$ cat src/rtl/unpack_pkg.sv
// Shared helpers for the wide-to-narrow unpacker.
package unpack_pkg;

  // Width of a lane index for a word of d lanes; never less than one bit.
  function automatic int idx_width(input int d);
    return (d > 1) ? $clog2(d) : 1;
  endfunction

endpackage

$ cat src/rtl/unpack_if.sv
// Stream bundle for the unpacker: a wide word port (s_*) feeding the block
// and a narrow lane port (m_*) leaving it.
//
// Handshake: both ports use stb/rdy. A transfer happens on a rising clock
// edge where stb and rdy are both high. Once stb is raised the source holds
// its data (and s_end / m_last) stable until the transfer; rdy may change
// freely and is allowed to depend combinationally on the other side's rdy.
interface unpack_if import unpack_pkg::*; #(
  parameter int W = 8,
  parameter int D = 2
);
  localparam int IW = idx_width(D);

  logic          s_stb;
  logic [W*D-1:0] s_dat;
  logic [IW-1:0] s_end;
  logic          s_rdy;
  logic          m_rdy;
  logic          m_stb;
  logic [W-1:0]  m_dat;
  logic          m_last;

  // Unpacker side: takes words in, sends lanes out.
  modport slave (
    input  s_stb, s_dat, s_end, m_rdy,
    output s_rdy, m_stb, m_dat, m_last
  );

  // Environment side: upstream word source plus downstream lane sink.
  modport master (
    output s_stb, s_dat, s_end, m_rdy,
    input  s_rdy, m_stb, m_dat, m_last
  );
endinterface

$ cat src/rtl/unpack.sv
// Wide-to-narrow serializer. A word of D lanes is captured on accept and
// replayed one W-bit lane per cycle, lane 0 first. A word may be partial
// (s_end < D-1); the final lane is flagged with m_last. A new word can be
// accepted on the cycle the last lane leaves, so lanes stream without gaps.
// W and D must match the parameters of the connected interface.
module unpack import unpack_pkg::*; #(
  parameter int W = 8,
  parameter int D = 2
) (
  input  logic     clk,
  input  logic     rst_n,
  unpack_if.slave  bus
);
  localparam int IW = idx_width(D);

  logic [W*D-1:0] buf_q;
  logic [IW-1:0]  idx_q;
  logic [IW-1:0]  end_q;
  logic           stb_q;

  logic [IW-1:0]  end_in;
  logic           at_end;
  logic           accept;
  logic           xfer;

  assign at_end = (idx_q == end_q);
  assign xfer   = stb_q & bus.m_rdy;
  assign accept = bus.s_stb & bus.s_rdy;

  // The only input-to-output path: free the holding register when it is
  // empty or when its last lane is leaving this cycle.
  assign bus.s_rdy = ~stb_q | (bus.m_rdy & at_end);

  // Outputs are decoded purely from registers.
  assign bus.m_stb  = stb_q;
  assign bus.m_dat  = buf_q[W*idx_q +: W];
  assign bus.m_last = stb_q & at_end;

  // Out-of-range last-lane indices only exist when D is not a power of two.
  if ((1 << IW) > D) begin : g_clamp
    // Clamp the requested last lane to the top lane of the word.
    always_comb begin
      end_in = bus.s_end;
      if (bus.s_end > IW'(D - 1)) end_in = IW'(D - 1);
    end
  end else begin : g_pass
    assign end_in = bus.s_end;
  end

  // Holding register, lane counter and output valid; a word accept wins over
  // the retirement of the previous word's last lane.
  always_ff @(posedge clk or negedge rst_n) begin
    if (!rst_n) begin
      buf_q <= '0;
      idx_q <= '0;
      end_q <= '0;
      stb_q <= 1'b0;
    end else if (accept) begin
      buf_q <= bus.s_dat;
      idx_q <= '0;
      end_q <= end_in;
      stb_q <= 1'b1;
    end else if (xfer) begin
      if (at_end) begin
        idx_q <= '0;
        stb_q <= 1'b0;
      end else begin
        idx_q <= idx_q + 1'b1;
      end
    end
  end

endmodule
$ cat src/flat_wrapper.sv
// flat-port wrapper written by rule: the top's interface ports become plain ports
module unpack_flat import unpack_pkg::*;
#(
  parameter int W = 8,
  parameter int D = 2
)
  (clk, rst_n, bus_s_stb, bus_s_dat, bus_s_end, bus_m_rdy, bus_s_rdy, bus_m_stb, bus_m_dat, bus_m_last);
  unpack_if #(.W(W), .D(D)) bus_i ();
  input  logic clk;
  input  logic rst_n;
  input wire logic [$bits(bus_i.s_stb)-1:0] bus_s_stb;
  input wire logic [$bits(bus_i.s_dat)-1:0] bus_s_dat;
  input wire logic [$bits(bus_i.s_end)-1:0] bus_s_end;
  input wire logic [$bits(bus_i.m_rdy)-1:0] bus_m_rdy;
  output wire logic [$bits(bus_i.s_rdy)-1:0] bus_s_rdy;
  output wire logic [$bits(bus_i.m_stb)-1:0] bus_m_stb;
  output wire logic [$bits(bus_i.m_dat)-1:0] bus_m_dat;
  output wire logic [$bits(bus_i.m_last)-1:0] bus_m_last;
  assign bus_i.s_stb = bus_s_stb;
  assign bus_i.s_dat = bus_s_dat;
  assign bus_i.s_end = bus_s_end;
  assign bus_i.m_rdy = bus_m_rdy;
  assign bus_s_rdy = bus_i.s_rdy;
  assign bus_m_stb = bus_i.m_stb;
  assign bus_m_dat = bus_i.m_dat;
  assign bus_m_last = bus_i.m_last;
  unpack #(.W(W), .D(D)) u_core (.clk(clk), .rst_n(rst_n), .bus(bus_i));
endmodule
$ cat config.mk
export PLATFORM = sky130hd
export DESIGN_NAME = unpack_flat
export DESIGN_NICKNAME = d
export VERILOG_FILES = /design/src/rtl/unpack_pkg.sv /design/src/rtl/unpack_if.sv /design/src/rtl/unpack.sv /design/src/flat_wrapper.sv
export SDC_FILE = /design/constraint.sdc
export NUM_CORES = 1
export LEC_CHECK = 0
export ABC_AREA = 1
export BUFFER_PORTS_ARGS = -buffer_cell sky130_fd_sc_hd__buf_4
export CORE_ASPECT_RATIO = 0.7
export CORE_MARGIN = 3
export CORE_UTILIZATION = 34
export DETAILED_ROUTE_END_ITERATION = 12
export GPL_TIMING_DRIVEN = 0
export PLACE_DENSITY = 0.55
export SLEW_MARGIN = 20
export SYNTH_ARGS = -nofsm -noshare
export SYNTH_HDL_FRONTEND = slang
export SYNTH_SLANG_ARGS = --single-unit
$ cat constraint.sdc
create_clock -name clk -period 1.8 [get_ports clk]
set_input_delay 0.27 -clock clk [delete_from_list [all_inputs] [get_ports clk]]
set_output_delay 0.27 -clock clk [all_outputs]
set_load 0.05 [all_outputs]
==> flow_metrics.tcl, run 1 <==
set metrics [dict create \
    grt_pass1_wl_um 3850 \
    synth-compound-area-share 0 \
    synth_seq_area_share 0.4929 \
    ant_nets 0 \
    synth_mux_area_frac 0 \
    floorplan.die_area_um2 3523 \
    cts_root_buffer "clkbuf_8" \
    clkTransAtPathRegs_ns 0.07 \
    synth-seq-cells 19 \
    preCtsSetupSlack_ns -0.3002 \
    layout_min_cycle_time_ns 1.727 \
    start_kind "register" \
    utilization 0.5275 \
    route.detailed.drc 0 \
    power_mw 2.986 \
    grt_antenna_before_repair 0 \
    gp_congestion 0.7553 \
    power_density_nw_per_um2 2201 \
    fill_cells 243 \
    status "completed" \
    min_from "bus_s_dat[10]" \
    hpwlAfterDp_um 1570 \
    clockBufferDepth 2 \
    min_to "u_core.buf_q[10]" \
    start_util 0.3752 \
    r2r-start "u_core.idx_q" \
    hold_viol_final 0 \
    design.core.area_um2 2571 \
    max_freq_ghz 0.5789 \
    cts_made_buffers 3 \
    final-max-slew-violation-count 0 \
    rrSetupSlack_ns 0.36 \
    die_x_um 69.67 \
    grt_overflow 0 \
    slew_headroom 0.8315 \
    synth.distinct_cells 12 \
    synthXorXnorAreaFrac 0 \
    finalCritPeriodShare 0.9596 \
    synthAdderAreaFrac 0.01297 \
    grt_usage 0.1422 \
    wire_per_inst_um 12.39 \
    reg2regPathDepth 9 \
    n_antenna_cell 0 \
    ys_warn_count 0 \
    grt_pass1_vias 806 \
    synth_nets 137 \
    worstSkewPairLatency_ns 0.26 \
    cts_tree "done" \
    finalSetupViolations 0 \
    synthToLayoutAreaGrowth_pct 40.60 \
    drv_cap 0 \
    whs_ns 0.2393 \
    cts_max_level 1 \
    finalWirelength_um 2329 \
    fp.dieH_um 50.57 \
    hold_path_class "in2reg" \
    peakVddDrop_v 0.001094 \
    syn_inst 115 \
    rsz0062_at_grt "no" \
    cp-end-kind "primary output" \
    worstPathArrival_ns 1.46 \
    syn_area_per_cell_um2 8.388 \
    synth_top_family_by_area "simple AND/OR/NAND/NOR gates" \
    r2r-end "u_core.buf_q[0]" \
    ioPinCount 32 \
    dr.pass1.iters 4 \
    clkSinkCount 19 \
    crit_type "reg2out" \
    worst-endpoint-required_ns 1.53 \
    p_leak_nw 0.7539 \
    post_dp_cell_area_um2 1232 \
    worst_pin_slew_ns 0.2527 \
    viasPerCell 4.511 \
    final_cell_mix "nand2_1 (65), buf_4 (35), dfrtp_1 (19), nand3_1 (11), nand3_2 (8)" \
    vias 848 \
    skew_ns 0.004892 \
    io_buffers 30 \
    rows 15 \
    holdPathStages 3 \
    grt_max_degree 20 \
    fin_area_um2 1356 \
    drt_iter0_drc 27 \
    cp_max_fo 6 \
    drive_gt1_frac 0.3636 \
    synthSimpleGateAreaFrac 0.4112 \
    final_nets 177 \
    layout_commonest_cell "nand2_1" \
    setup_ws_ns 0.07270 \
    syn-cell-area_um2 964.7 \
]
cell families after synthesis:
group	Yosys count
flip-flops	19
buffers and inverters	9
adder cells (fa/ha/maj)	1
AND/OR/NAND/NOR	86
stage by stage:
stage               instances  setup TNS [ns]
floorplan                 115               0
global placement          179         -0.6710
detailed placement        179         -0.6691
CTS                       185               0
global route              188               0
finish                    188               0
layout make-up:
type / count / area [um2] / share of cell area
Inverter: 3 / 23.77 / 0.01753
Timing Repair Buffer: 36 / 285.3 / 0.2103
Multi-Input combinational cell: 87 / 421.7 / 0.3109
Tap cell: 34 / 42.54 / 0.03137
Sequential cell: 19 / 475.5 / 0.3506
Clock inverter: 1 / 5.005 / 0.003690
Buffer: 5 / 61.31 / 0.04520
Clock buffer: 3 / 41.29 / 0.03044
registers in the layout (all words and copies together) (netlist names):
signal	count
u_core.end_q	1
u_core.bus.m_stb	1
u_core.idx_q	1
u_core.buf_q	16
worst max path at each step:
stage	startpoint	end	slack [ns]	cells past startpoint
after floorplan	u_core.idx_q	bus_s_rdy	0.13	7
after global placement	u_core.idx_q	bus_s_rdy	-0.31	8
after detailed placement	u_core.idx_q	bus_s_rdy	-0.30	8
after CTS	u_core.idx_q	bus_s_rdy	0.002	7
after global routing	u_core.idx_q	bus_s_rdy	0.005	7
final	u_core.idx_q	bus_s_rdy	0.07	7
worst max-delay path, cell delays in order, from the launching register on:
cell and delay (ns):
dfrtp_1 0.34, buf_6 0.12, clkinv_8 0.06, ha_4 0.26, nand2_1 0.06, nand2_2 0.10
buf_12 0.13, buf_12 0.13
where the power goes:
part           internal (mW)  total (mW)  switching (mW)
clock network          0.154       0.298           0.144
registers              0.634       0.752           0.118
logic                  0.692        1.94            1.24
repair_timing:
action                     4_1_cts  5_1_grt
hold buffers                     1        0
hold endpoints to repair        19        0
setup buffers                    2        3
setup endpoints to repair       12        1
gates resized for setup         10        0
layer usage:
metal | up-vias | global-route usage | routed length, um
met4 | 0 | 0.01911 | 5
met1 | 381 | 0.2010 | 1210
met3 | 2 | 0.05400 | 140
met2 | 29 | 0.2120 | 973
li1 | 436 | - | -
met5 | - | 0 | 0
Yosys cell counts, drive strengths merged:
cell type | n | share of area
dfrtp | 19 | 0.49
nand2 | 67 | 0.27
clkinv | 1 | 0.0039
ha | 1 | 0.013
nand3 | 19 | 0.14
inv | 2 | 0.0078
buf | 6 | 0.071
No activity file was read; power rests on OpenSTA's default activity.
==> run 2: changes to the inputs <==
- PLACE_DENSITY: 0.55 -> 0.61
- TNS_END_PERCENT: default -> 1
==> flow_metrics.tcl, run 2 (synthesis results as in run 1) <==
set metrics [dict create \
    grt_usage 0.1446 \
    grt_pass1_vias 839 \
    fill_cells 230 \
    cts_root_buffer "clkbuf_8" \
    final_cell_mix "nand2_1 (64), buf_4 (41), dfrtp_1 (19), nand3_1 (11), nand3_2 (8)" \
    fin_area_um2 1433 \
    dr.pass1.iters 6 \
    ioPinCount 32 \
    finalCritPeriodShare 0.9566 \
    p_leak_nw 0.7952 \
    io_buffers 30 \
    cts_tree "done" \
    max_freq_ghz 0.5808 \
    peakVddDrop_v 0.001160 \
    worstSkewPairLatency_ns 0.25 \
    fp.dieH_um 50.57 \
    drive_gt1_frac 0.3913 \
    synthToLayoutAreaGrowth_pct 48.51 \
    cts_made_buffers 3 \
    preCtsSetupSlack_ns -0.2726 \
    finalSetupViolations 0 \
    route.detailed.drc 0 \
    start_kind "register" \
    finalWirelength_um 2541 \
    die_x_um 69.67 \
    rows 15 \
    slew_headroom 0.8329 \
    floorplan.die_area_um2 3523 \
    layout_commonest_cell "nand2_1" \
    whs_ns 0.2457 \
    cp_max_fo 9 \
    rsz0062_at_grt "no" \
    hpwlAfterDp_um 1672 \
    skew_ns 0.002238 \
    viasPerCell 4.477 \
    grt_max_degree 20 \
    wire_per_inst_um 13.03 \
    start_util 0.3752 \
    n_antenna_cell 0 \
    hold_viol_final 0 \
    setup_ws_ns 0.07819 \
    clkSinkCount 19 \
    largest_register "u_core.buf_q" \
    vias 873 \
    post_dp_cell_area_um2 1232 \
    cts_max_level 1 \
    min_from "bus_s_dat[10]" \
    layout_min_cycle_time_ns 1.722 \
    power_density_nw_per_um2 2255 \
    clkTransAtPathRegs_ns 0.07 \
    crit_type "reg2out" \
    largest_reg_flops 16 \
    grt_overflow 0 \
    drt_iter0_drc 28 \
    clockBufferDepth 2 \
    drv_cap 0 \
    grt_pass1_wl_um 3946 \
    status "completed" \
    final-max-slew-violation-count 0 \
    gp_congestion 0.7698 \
    utilization 0.5572 \
    final_nets 184 \
    r2r-start "u_core.idx_q" \
    grt_antenna_before_repair 0 \
    design.core.area_um2 2571 \
    worstPathArrival_ns 1.45 \
    crit_start "u_core.idx_q" \
    worst-endpoint-required_ns 1.53 \
    worst_pin_slew_ns 0.2506 \
    hold_path_class "in2reg" \
    ant_nets 0 \
    cp-end-kind "primary output" \
]
==> run 2: routing by layer <==
layer  track usage  wire length [um]
met4       0.02866                13
met5             0                 0
met1        0.2015              1192
met2        0.2184              1176
met3       0.05000               158
==> run 2: final cells by class <==
| class | count | area (um2) | share of cell area |
|---|---|---|---|
| clock buffer | 4 | 45.04 | 0.03144 |
| buffer | 5 | 61.31 | 0.04279 |
| inverter | 3 | 23.77 | 0.01659 |
| timing repair buffer | 43 | 355.3 | 0.2480 |
| multi-input combinational | 87 | 429.2 | 0.2996 |
| sequential | 19 | 475.5 | 0.3319 |
| tap | 34 | 42.54 | 0.02969 |
==> run 2: metrics by stage <==
stage / TNS (ns) / std cells / power (mW)
2_1_floorplan: 0 / 115 / 2.037
3_3_place_gp: -0.2617 / 179 / 2.506
3_5_place_dp: -0.4149 / 179 / 2.543
4_1_cts: 0 / 185 / 2.935
5_1_grt: 0 / 195 / 3.447
6_report: 0 / 195 / 3.231
==> run 2: worst paths after layout <==
| kind | slack (ns) | to | cells after the start |
|---|---|---|---|
| setup / recovery | 0.08 | bus_s_rdy | 7 |
| hold / removal | 0.25 | u_core.buf_q[10] | 3 |
| setup reg to reg | 0.25 | u_core.buf_q[8] | 10 |
| hold reg to reg | 0.48 | u_core.buf_q[9] | 2 |
| max in group asynchronous | 1.17 | u_core.buf_q[9] | 2 |
| min in group asynchronous | 0.42 | u_core.buf_q[12] | 2 |
==> run 2: report_power, final <==
| part | leakage (nW) | internal (mW) | switching [mW] |
|---|---|---|---|
| Sequential | 0.234 | 0.635 | 0.126 |
| Combinational | 0.539 | 0.869 | 1.31 |
| Clock | 0.0228 | 0.157 | 0.132 |
==> run 2: critical path: stages (launching register included) <==
cell	delay, ns
dfrtp_1	0.34
buf_6	0.12
clkinv_8	0.07
ha_4	0.27
nand2_2	0.06
nand2_4	0.09
buf_12	0.12
buf_12	0.13
==> run 2: what timing repair did <==
item                                    4_1_cts  5_1_grt
buffers inserted                              2        9
cloned                                        0        1
resized for setup                             9        3
hold buffers                                  1        0
endpoints found under the setup margin       10        1
endpoints found under the hold margin        19        0
==> run 3: changes to the inputs <==
- ABC_AREA: 1 -> 0
- CTS_CLUSTER_SIZE: default -> 25
- PLACE_DENSITY: 0.61 -> 0.6
==> flow_metrics.tcl, run 3 <==
set metrics [dict create \
    max_freq_ghz 0.5843 \
    cts_root_buffer "clkbuf_8" \
    hpwlAfterDp_um 1822 \
    gp_congestion 0.7334 \
    cts_max_level 1 \
    status "completed" \
    cp.depth 6 \
    drv_cap 0 \
    syn-cell-area_um2 1054 \
    hold_path_class "in2reg" \
    layout_min_cycle_time_ns 1.712 \
    ys_async_sr_fraction 1.000 \
    fin_setup_tns_ns 0 \
    worstSkewPairLatency_ns 0.26 \
    finalWirelength_um 2451 \
    fin_area_um2 1439 \
    synth_top_area_frac 0.4513 \
    largest_reg_flops 16 \
    cts_made_buffers 3 \
    grt_overflow 0 \
    synth_ff_type "dfrtp_1" \
    ant_nets 0 \
    syn_inst 106 \
    crit_type "reg2out" \
    worst-path-buf-inv 4 \
    clkTransAtPathRegs_ns 0.08 \
    route.detailed.drc 0 \
    skew_ns 0.006717 \
    power_density_nw_per_um2 2063 \
    drt_iter0_drc 25 \
    synth_top_area_cell "dfrtp_1" \
    start_util 0.3655 \
    dp_cells 173 \
    grt_use_met2 0.2171 \
    synth_seq_area_share 0.4513 \
    syn_area_per_cell_um2 9.939 \
    worst_pin_slew_ns 0.4498 \
    grt_usage 0.1367 \
    finalCritPeriodShare 0.9508 \
    grtUsageMet1 0.1885 \
    vias 863 \
    largest_register "u_core.buf_q" \
    design.core.area_um2 2883 \
    worst-endpoint-required_ns 1.53 \
    grt_pass1_wl_um 3912 \
    layout_commonest_cell "buf_4" \
    wire_per_inst_um 13.54 \
    reg2regPathDepth 6 \
    yosysMostFrequentCell "nand2_1" \
    fp.dieH_um 52.57 \
    grt_max_degree 20 \
    cp-end-kind "primary output" \
    fin_cells 181 \
    post_dp_cell_area_um2 1331 \
    final_nets 168 \
    final_cell_mix "buf_4 (33), nand2_1 (26), inv_1 (18), dfrtp_1 (18), o32ai_2 (10)" \
    slew_headroom 0.7001 \
    grt_pass1_vias 875 \
    io_buffers 31 \
    ioPinCount 32 \
    p_leak_nw 0.6853 \
    synthToLayoutAreaGrowth_pct 36.58 \
    clockBufferDepth 2 \
    holdPathStages 3 \
    cts_tree "done" \
    grt.busiest_layer "met2" \
    synth.distinct_cells 20 \
    hold_viol_final 0 \
    synth-seq-cells 19 \
    slowest_stage "dfrtp_2" \
    worstPathArrival_ns 1.44 \
    clkSinkCount 19 \
    rsz0062_at_grt "no" \
    cp_cell_sequence "inv_2 > ha_4 > a21boi_4 > buf_8 > inv_1 > buf_6" \
    start_kind "register" \
    final-max-slew-violation-count 0 \
    dr.pass1.iters 4 \
    slowest_delay_ns 0.42 \
    viasPerCell 4.768 \
    drive_gt1_frac 0.4276 \
    gr-usage-met3 0.04023 \
    cp_max_fo 4 \
    n_antenna_cell 0 \
    path_delay_family "flip-flops" \
    die_x_um 72.53 \
    synth_nets 128 \
    grt_antenna_before_repair 0 \
    synth_edf_count 0 \
    power_mw 2.968 \
    ys_warn_count 0 \
    yosys-top-cells-area "dfrtp_1 (45%), o32ai_2 (15%), nand2_1 (9.3%)" \
    peakVddDrop_v 0.0008607 \
    rows 16 \
    floorplan.die_area_um2 3813 \
    synth_top_cells_by_count "nand2_1 (26), dfrtp_1 (19), inv_1 (19)" \
    finalSetupViolations 0 \
]
run 3: kinds of logic after synthesis:
| logic type | after synthesis | synth area share |
|---|---|---|
| AND/OR/NAND/NOR | 30 | 0.1176 |
| AO/OA/AOI/OAI | 28 | 0.2839 |
| buffers and inverters | 27 | 0.1247 |
| flip-flops | 19 | 0.4513 |
| multiplexers | 1 | 0.01069 |
| adder cells (fa/ha/maj) | 1 | 0.01187 |
run 3: cell type report:
cell class                 instances  area [um2]
fill                             285        1444
sequential                        19       476.7
multi-input combinational         60       459.2
timing repair buffer              35       269.0
inverter                          19       71.32
buffer                             8       68.82
tap                               36       45.04
clock buffer                       3       41.29
clock inverter                     1       7.507
run 3: worst paths after layout:
path,startpoint,endpoint,slack [ns]
max,u_core.idx_q,bus_s_rdy,0.09
min,bus_s_dat[9],u_core.buf_q[9],0.27
max reg2reg,u_core.idx_q,u_core.buf_q[4],0.29
min reg2reg,u_core.buf_q[10],u_core.buf_q[10],0.54
max in group asynchronous,rst_n,u_core.idx_q,1.16
min in group asynchronous,rst_n,u_core.bus.m_stb,0.42
run 3: timing repair:
action,CTS,global route
pin swaps,1,1
hold endpoints to repair,19,0
hold buffers,1,0
endpoints found under the setup margin,10,2
setup buffers,3,0
gates resized for setup,5,4
run 3: worst register-to-register path: cells and delay by family (launching register included):
kind	cells	cell delay [ns]
AO/OA/AOI/OAI	1	0.24
adder cells (fa/ha/maj)	1	0.21
buffers and inverters	3	0.37
flip-flops	1	0.42
AND/OR/NAND/NOR	1	0.19
run 3: metal layers:
| metal | share of wire | up-vias |
|---|---|---|
| met5 | 0 | - |
| met4 | 0.0033 | 0 |
| met3 | 0.067 | 2 |
| met2 | 0.46 | 24 |
| met1 | 0.47 | 401 |
| li1 | - | 436 |
run 3: metrics by stage:
step / hold slack (ns) / utilization / worst slack (ns)
6_report: 0.2724 / 0.4991 / 0.08847
5_1_grt: 0.2775 / 0.4991 / 0.01522
4_1_cts: 0.2728 / 0.4978 / 0.03581
3_5_place_dp: 0.1607 / 0.4618 / -0.2441
3_3_place_gp: 0.1590 / 0.4618 / -0.2337
2_1_floorplan: -0.02559 / - / -0.1991
run 3: where the power goes:
part           internal, mW  switching (mW)  leakage, nW
combinational         0.769            1.17        0.431
sequential            0.627          0.0956        0.233
clock                 0.156           0.150       0.0217
total                  1.55            1.42        0.685
